===== src/rtl/muldiv_pkg.sv =====
// rtl/muldiv_pkg.sv - shared types and constants for the multiply/divide sequencer
package muldiv_pkg;

    localparam int TIMEOUT_CYCLES_DEFAULT = 40;

    typedef enum logic [2:0] {
        ST_IDLE     = 3'd0,
        ST_MULT_RUN = 3'd1,
        ST_DIV_RUN  = 3'd2,
        ST_WRITE    = 3'd3,
        ST_DONE     = 3'd4,
        ST_EXC      = 3'd5
    } state_t;

    typedef enum logic {
        CAUSE_DIV_ZERO = 1'b0,
        CAUSE_TIMEOUT  = 1'b1
    } cause_t;

    localparam logic SEL_MULT = 1'b0;
    localparam logic SEL_DIV  = 1'b1;

endpackage


===== src/rtl/cycle_timer.sv =====
// rtl/cycle_timer.sv - run-state cycle counter that flags the last allowed cycle
module cycle_timer #(
    parameter int LIMIT = 40
) (
    input  logic clk,
    input  logic rst,
    input  logic clear,
    input  logic enable,
    output logic expired
);

    localparam int WIDTH = $clog2(LIMIT + 1);
    localparam logic [WIDTH-1:0] LAST = WIDTH'(LIMIT - 1);
    localparam logic [WIDTH-1:0] MAX  = WIDTH'(LIMIT);

    logic [WIDTH-1:0] count;

    // Count enabled cycles since the last clear, saturating at LIMIT.
    always_ff @(posedge clk or posedge rst) begin
        if (rst) begin
            count <= '0;
        end else if (clear) begin
            count <= '0;
        end else if (enable && (count != MAX)) begin
            count <= count + WIDTH'(1);
        end
    end

    // The cycle being sampled now is the LIMIT-th enabled cycle: the count
    // reaches LIMIT on this edge.
    assign expired = enable && (count == LAST);

endmodule


===== src/rtl/muldiv_ctrl.sv =====
// rtl/muldiv_ctrl.sv - sequencer for the multiply/divide units and the HI/LO write
module muldiv_ctrl
    import muldiv_pkg::*;
#(
    parameter int TIMEOUT_CYCLES = TIMEOUT_CYCLES_DEFAULT
) (
    input  logic clk,
    input  logic reset,
    input  logic req_mult,
    input  logic req_div,
    input  logic mult_stop,
    input  logic div_stop,
    input  logic div_zero,
    output logic mult_start,
    output logic div_start,
    output logic hilo_select,
    output logic hilo_write,
    output logic busy,
    output logic done,
    output logic exc,
    output logic exc_cause
);

    state_t state;
    state_t state_n;

    logic   timer_clear;
    logic   timer_enable;
    logic   timer_expired;

    logic   mult_start_n;
    logic   div_start_n;
    logic   sel_n;
    cause_t cause_n;

    assign timer_enable = (state == ST_MULT_RUN) || (state == ST_DIV_RUN);

    cycle_timer #(
        .LIMIT (TIMEOUT_CYCLES)
    ) u_timer (
        .clk     (clk),
        .rst     (reset),
        .clear   (timer_clear),
        .enable  (timer_enable),
        .expired (timer_expired)
    );

    // State register.
    always_ff @(posedge clk or posedge reset) begin
        if (reset) begin
            state <= ST_IDLE;
        end else begin
            state <= state_n;
        end
    end

    // Next-state decode; a stop flag always beats the timeout, and in a
    // divide a zero divisor beats a normal stop.
    always_comb begin
        state_n      = state;
        timer_clear  = 1'b0;
        mult_start_n = 1'b0;
        div_start_n  = 1'b0;
        sel_n        = hilo_select;
        cause_n      = CAUSE_DIV_ZERO;
        unique case (state)
            ST_IDLE: begin
                if (req_mult) begin
                    state_n      = ST_MULT_RUN;
                    mult_start_n = 1'b1;
                    timer_clear  = 1'b1;
                end else if (req_div) begin
                    state_n      = ST_DIV_RUN;
                    div_start_n  = 1'b1;
                    timer_clear  = 1'b1;
                end
            end
            ST_MULT_RUN: begin
                if (mult_stop) begin
                    state_n = ST_WRITE;
                    sel_n   = SEL_MULT;
                end else if (timer_expired) begin
                    state_n = ST_EXC;
                    cause_n = CAUSE_TIMEOUT;
                end
            end
            ST_DIV_RUN: begin
                if (div_zero) begin
                    state_n = ST_EXC;
                    cause_n = CAUSE_DIV_ZERO;
                end else if (div_stop) begin
                    state_n = ST_WRITE;
                    sel_n   = SEL_DIV;
                end else if (timer_expired) begin
                    state_n = ST_EXC;
                    cause_n = CAUSE_TIMEOUT;
                end
            end
            ST_WRITE: state_n = ST_DONE;
            ST_DONE:  state_n = ST_IDLE;
            ST_EXC:   state_n = ST_IDLE;
            default:  state_n = ST_IDLE;
        endcase
    end

    // Output registers, loaded from the state being entered so each output
    // lines up with the cycle its state is occupied.
    always_ff @(posedge clk or posedge reset) begin
        if (reset) begin
            mult_start  <= 1'b0;
            div_start   <= 1'b0;
            hilo_select <= 1'b0;
            hilo_write  <= 1'b0;
            busy        <= 1'b0;
            done        <= 1'b0;
            exc         <= 1'b0;
            exc_cause   <= 1'b0;
        end else begin
            mult_start  <= mult_start_n;
            div_start   <= div_start_n;
            hilo_select <= sel_n;
            hilo_write  <= (state_n == ST_WRITE);
            busy        <= (state_n != ST_IDLE);
            done        <= (state_n == ST_DONE);
            exc         <= (state_n == ST_EXC);
            exc_cause   <= (state_n == ST_EXC) ? cause_n : 1'b0;
        end
    end

endmodule


===== config.mk =====
export PLATFORM = sky130hd
export DESIGN_NAME = muldiv_ctrl
export DESIGN_NICKNAME = d
export VERILOG_FILES = /design/src/rtl/muldiv_pkg.sv /design/src/rtl/cycle_timer.sv /design/src/rtl/muldiv_ctrl.sv
export SDC_FILE = /design/constraint.sdc
export NUM_CORES = 1
export LEC_CHECK = 0
export CORE_MARGIN = 2
export CORE_UTILIZATION = 40
export DETAILED_ROUTE_END_ITERATION = 12
export GPL_ROUTABILITY_DRIVEN = 0
export PLACE_DENSITY_LB_ADDON = 0.25
export SLEW_MARGIN = 10
export SYNTH_ARGS = -nofsm -noshare
export SYNTH_HDL_FRONTEND = slang
export SYNTH_SLANG_ARGS = --single-unit
export TNS_END_PERCENT = 100

===== constraint.sdc =====
create_clock -name clk -period 4.58 [get_ports clk]
set_input_delay 1.145 -clock clk [delete_from_list [all_inputs] [get_ports clk]]
set_output_delay 1.145 -clock clk [all_outputs]
set_load 0.05 [all_outputs]

==> flow_metrics.tcl, run 1 <==
set metrics [dict create \
    yosys.area.top_type "dfrtp_1" \
    start_kind "register" \
    final_nets 108 \
    wl_met2_um 784 \
    syn_to_final_growth_pct 17.8 \
    first_global_vias 630 \
    cts_tree "done" \
    synth_edf_count 0 \
    p_clk_frac 0.125 \
    yosysMostFrequentCell "dfrtp_1" \
    io_pins 15 \
    slew_headroom 0.575 \
    fin_tns_setup_ps 0 \
    nFillCells 225 \
    die_h_um 51.2 \
    met3_length_um 102 \
    seq_area_frac_synth 0.477 \
    cts_resized 0 \
    crit_required_ps 3430 \
    p_leak_nw 0.450 \
    drc 0 \
    synth_flop_cell "dfrtp_1" \
    netlist_top_cells_area "dfrtp_1, nor2_1, xnor2_1, inv_1, ha_1" \
    cts.path.max_buffers 2 \
    synthCells 84 \
    finalCritPeriodShare 0.570 \
    antenna_found_initial 0 \
    total_power_mw 0.637 \
    r2r-start "u_timer.count[0]" \
    slowest_delay_ps 800 \
    slew_viol_final 0 \
    whs_path_depth 2 \
    synth_commonest_cells "dfrtp_1, nor2_1, inv_1" \
    crit_path_max_fanout 3 \
    yosys_warnings 0 \
    synthArstFlopShare 1.00 \
    crit_family "buffers and inverters" \
    switchingPower_mw 0.292 \
    clkTransAtPathRegs_ps 90 \
    hold_class "reg -> reg" \
    ir_drop_mv 0.266 \
    num_vias 679 \
    comb_power_share 0.474 \
    synth_fp_nets 93 \
    worst_setup_path_end_kind "primary output" \
    rsz0062_at_grt "no" \
    drt_iter0_drc 11 \
    p_int_mw 0.345 \
    setup_viol 0 \
    cp.buffers_inverters 1 \
    final_layout_size_suffix_gt1_frac 0.112 \
    hold_viol 0 \
    placed_cell_area_um2 1020 \
    ant_nets 0 \
    cts-buffers-inserted 3 \
    p_seq_frac 0.401 \
    antennaDiodeCount 0 \
    cts.sinks 17 \
    crit_chain "clkdlybuf4s50_1" \
    netlist_area_um2 892 \
    period_needed_ps 2610 \
    initial_utilization 0.411 \
    r2r_end "busy" \
    synth_top_area_share 0.477 \
    grt_pass1_wl_um 2820 \
    max_freq_mhz 383 \
    maxCapViolations 0 \
    final_area_um2 1050 \
    io_buffers 14 \
    die_area_um2 2620 \
    track_usage 0.150 \
    wl_um 1620 \
    post_cts_buffers 0 \
    dr.pass1.iters 4 \
    avgViaCountPerCell 5.39 \
    min_to "hilo_select" \
    grt.overflow.total 0 \
    grt_max_degree 18 \
    core_region_area_um2 2170 \
    wire_per_inst_um 12.8 \
    synth.distinct_cells 36 \
    top_layer_used "met4" \
    rows 17 \
    fin_worst_skew_ps 6.17 \
    reg2reg_setup_slack_ps 2870 \
    p_sw_frac 0.458 \
    holdBufCountCts 0 \
    h-tree-depth 1 \
    tightest_slew_ps 637 \
    wl_met1_um 709 \
    cp_slowest_cell "clkdlybuf4s50_1" \
    synth_seq_cells 17 \
    final_core_util 0.484 \
    dpl.hpwl_um 1170 \
    avgSynthCellArea_um2 10.6 \
    die_width_um 51.2 \
    worstHoldStart "hilo_select" \
    root_buffer "clkbuf_4" \
    power.density_nw_per_um2 606 \
    clock_latency_ps 290 \
    path_class "reg -> out" \
    status "complete, no violations" \
    worst_ep_arrival_time_ps 1470 \
    rr_worst_depth 5 \
]
-- cell type report --
class                   count  area [um^2]  area share
flip-flops and latches     17          425       0.405
multi-input cells          55          393       0.374
repair buffers             14          140       0.133
well taps                  28         35.0      0.0333
inverters                   8         30.0      0.0286
clock buffers               3         22.5      0.0214
clock inverters             1         5.00     0.00476
-- stage by stage --
step	hold WS [ps]	worst slack, ps	cells
2_1_floorplan	524	2460	84
3_3_place_gp	532	1990	122
3_5_place_dp	533	1950	122
4_1_cts	566	1950	126
5_1_grt	618	1910	126
6_report	552	1970	126
-- flip-flops by register name (all words and copies together), names as in the netlist --
name           count
busy               1
done               1
state              3
mult_start         1
exc_cause          1
hilo_write         1
div_start          1
exc                1
u_timer.count      6
hilo_select        1
-- power by group through the flow --
stage	sequential, mW	clock, mW	combinational (mW)
floorplan	0.291	0	0.210
global placement	0.255	0	0.302
detailed placement	0.257	0	0.305
CTS	0.254	0.0840	0.306
global route	0.264	0.0895	0.333
finish	0.255	0.0797	0.302
-- worst max-delay path by stage --
stage | from | end | slack, ps | cells after the start
CTS | hilo_select | hilo_select | 1950 | 1
detailed placement | mult_stop | exc | 1950 | 5
global route | hilo_select | hilo_select | 1910 | 1
finish | hilo_select | hilo_select | 1970 | 1
floorplan | mult_stop | exc | 2460 | 4
global placement | mult_stop | exc | 1990 | 5
-- cell families (layout without fill, tap and decap cells) --
group	after synthesis	count (layout)	share of synthesized area
buffers and inverters	12	26	0.0827
adder cells (fa/ha/maj)	2	2	0.0280
flip-flops	17	17	0.477
AO/OA/AOI/OAI	14	14	0.125
multiplexers	1	1	0.0112
AND/OR/NAND/NOR	33	33	0.219
XOR/XNOR	5	5	0.0575
-- cells in the final DEF (no fill, tap or decap), drive strengths merged, types with 2 or more instances in the layout --
| cell type | n |
|---|---|
| xnor2 | 5 |
| a211oi | 2 |
| nor4 | 2 |
| clkbuf | 3 |
| a21oi | 3 |
| nor2 | 11 |
| nor3 | 6 |
| dfrtp | 17 |
| nand3 | 2 |
| nand2 | 3 |
| ha | 2 |
| inv | 8 |
| clkdlybuf4s50 | 14 |
-- per-layer routing --
| layer | vias to the layer above | global-route usage |
|---|---|---|
| met2 | 22 | 0.229 |
| met4 | 0 | 0.0658 |
| met1 | 331 | 0.189 |
| met3 | 4 | 0.0556 |
| met5 | - | 0 |
| li1 | 322 | - |
(Power assumes the default switching activity.)
==> run 2: changes to the inputs <==
Clock period 4.58 ns to 2.2 ns, I/O delays scaled along.
==> run 2 against run 1 <==
Effect of this change:
- critical path depth stayed put
- non-clock buffer count stayed put
- combinational power is 110% higher
- routed wire length is 2.3% higher
- highest routed layer unchanged
- power is 110% higher
- die area stayed put
- design area stayed put
- clock skew is 3.1 ps lower
- utilization stayed put
==> flow_metrics.tcl, run 2 (synthesis results as in run 1) <==
set metrics [dict create \
    crit_required_ps 1650 \
    track_usage 0.158 \
    path_class "reg -> out" \
    crit_family "buffers and inverters" \
    cts.path.max_buffers 2 \
    die_area_um2 2620 \
    nFillCells 223 \
    slew_headroom 0.582 \
    worstHoldStart "hilo_select" \
    initial_utilization 0.411 \
    cp_slowest_cell "clkdlybuf4s50_1" \
    grt_max_degree 18 \
    p_sw_frac 0.461 \
    whs_path_depth 2 \
    final_common_cell "dfrtp_1" \
    grt.overflow.total 0 \
    root_buffer "clkbuf_4" \
    start_kind "register" \
    top_register "u_timer.count" \
    post_cts_buffers 0 \
    wl_um 1650 \
    rr_worst_depth 5 \
    grt_pass1_wl_um 2930 \
    setup_viol 0 \
    finalCritPeriodShare 0.923 \
    worstSetupPathDepth 1 \
    avgViaCountPerCell 5.20 \
    num_vias 655 \
    min_to "hilo_select" \
    total_power_mw 1.33 \
    cts-buffers-inserted 3 \
    switchingPower_mw 0.616 \
    hold_viol 0 \
    status "complete, no violations" \
    ant_nets 0 \
    fin_worst_skew_ps 3.03 \
    slowest_delay_ps 800 \
    dr.pass1.iters 4 \
    antennaDiodeCount 0 \
    period_needed_ps 2030 \
    power.density_nw_per_um2 1270 \
    p_clk_frac 0.129 \
    hold_class "reg -> reg" \
    fin_tns_setup_ps 0 \
    h-tree-depth 1 \
    crit_path_max_fanout 3 \
    die_h_um 51.2 \
    drc 0 \
    io_buffers 14 \
    comb_power_share 0.472 \
    clkTransAtPathRegs_ps 100 \
    cp.buffers_inverters 1 \
    r2r_end "busy" \
    dpl.hpwl_um 1190 \
    placed_cell_area_um2 1020 \
    maxCapViolations 0 \
    cts_resized 0 \
    die_width_um 51.2 \
    reg.largest.list "u_timer.count (6), state (3)" \
    max_freq_mhz 492 \
    final_cell_mix "dfrtp_1, clkdlybuf4s50_1, nor2_1, inv_1" \
    final_area_um2 1050 \
    final_layout_size_suffix_gt1_frac 0.112 \
    wire_per_inst_um 13.1 \
    syn_to_final_growth_pct 17.8 \
    first_global_vias 649 \
    p_int_mw 0.719 \
    tightest_slew_ps 627 \
    slew_viol_final 0 \
    ir_drop_mv 0.533 \
    p_seq_frac 0.399 \
    crit_chain "clkdlybuf4s50_1" \
    final_nets 108 \
    rsz0062_at_grt "no" \
    cts_tree "done" \
    rows 17 \
    worst_setup_path_end_kind "primary output" \
    cts.sinks 17 \
    worst_ep_arrival_time_ps 1480 \
    largest_reg_flops 6 \
    io_pins 15 \
    holdBufCountCts 0 \
    clock_latency_ps 300 \
    p_leak_nw 0.450 \
    drt_iter0_drc 15 \
    core_region_area_um2 2170 \
    reg2reg_setup_slack_ps 460 \
    antenna_found_initial 0 \
    r2r-start "u_timer.count[0]" \
    hold_slack_ps 565 \
]
run 2: cell counts in the layout (fill, tap and decap cells not counted):
Identical to the previous run, type by type.
run 2: how the worst max path moves through the flow:
stage,startpoint,to
2_1_floorplan,mult_stop,exc
3_3_place_gp,mult_stop,exc
3_5_place_dp,mult_stop,exc
4_1_cts,hilo_select,hilo_select
5_1_grt,hilo_select,hilo_select
6_report,hilo_select,hilo_select
run 2: stage by stage:
step | cells | utilization | worst slack [ps]
final | 126 | 0.484 | 169
after CTS | 126 | 0.484 | 150
after global routing | 126 | 0.484 | 97.0
after global placement | 122 | 0.472 | 200
after detailed placement | 122 | 0.472 | 123
after floorplan | 84 | - | 675
run 2: area by class of cell:
type                            count  area [um^2]  area share
Tap cell                           28         35.0      0.0333
Timing Repair Buffer               14          140       0.133
Clock buffer                        3         22.5      0.0214
Clock inverter                      1         5.00     0.00476
Inverter                            8         30.0      0.0286
Multi-Input combinational cell     55          393       0.374
Sequential cell                    17          425       0.405
run 2: per-layer routing:
layer | vias to the layer above | global-route usage | wire (um)
met5 | - | 0 | 0
met4 | 0 | 0.105 | 42
met3 | 5 | 0.0556 | 77
met2 | 11 | 0.223 | 750
met1 | 318 | 0.202 | 783
li1 | 321 | - | -
run 2: power groups by stage:
stage,registers (mW),clock network (mW),logic (mW)
after floorplan,0.605,0,0.437
after global placement,0.531,0,0.629
after detailed placement,0.536,0,0.634
after CTS,0.529,0.183,0.635
after global routing,0.550,0.196,0.693
final,0.533,0.172,0.630
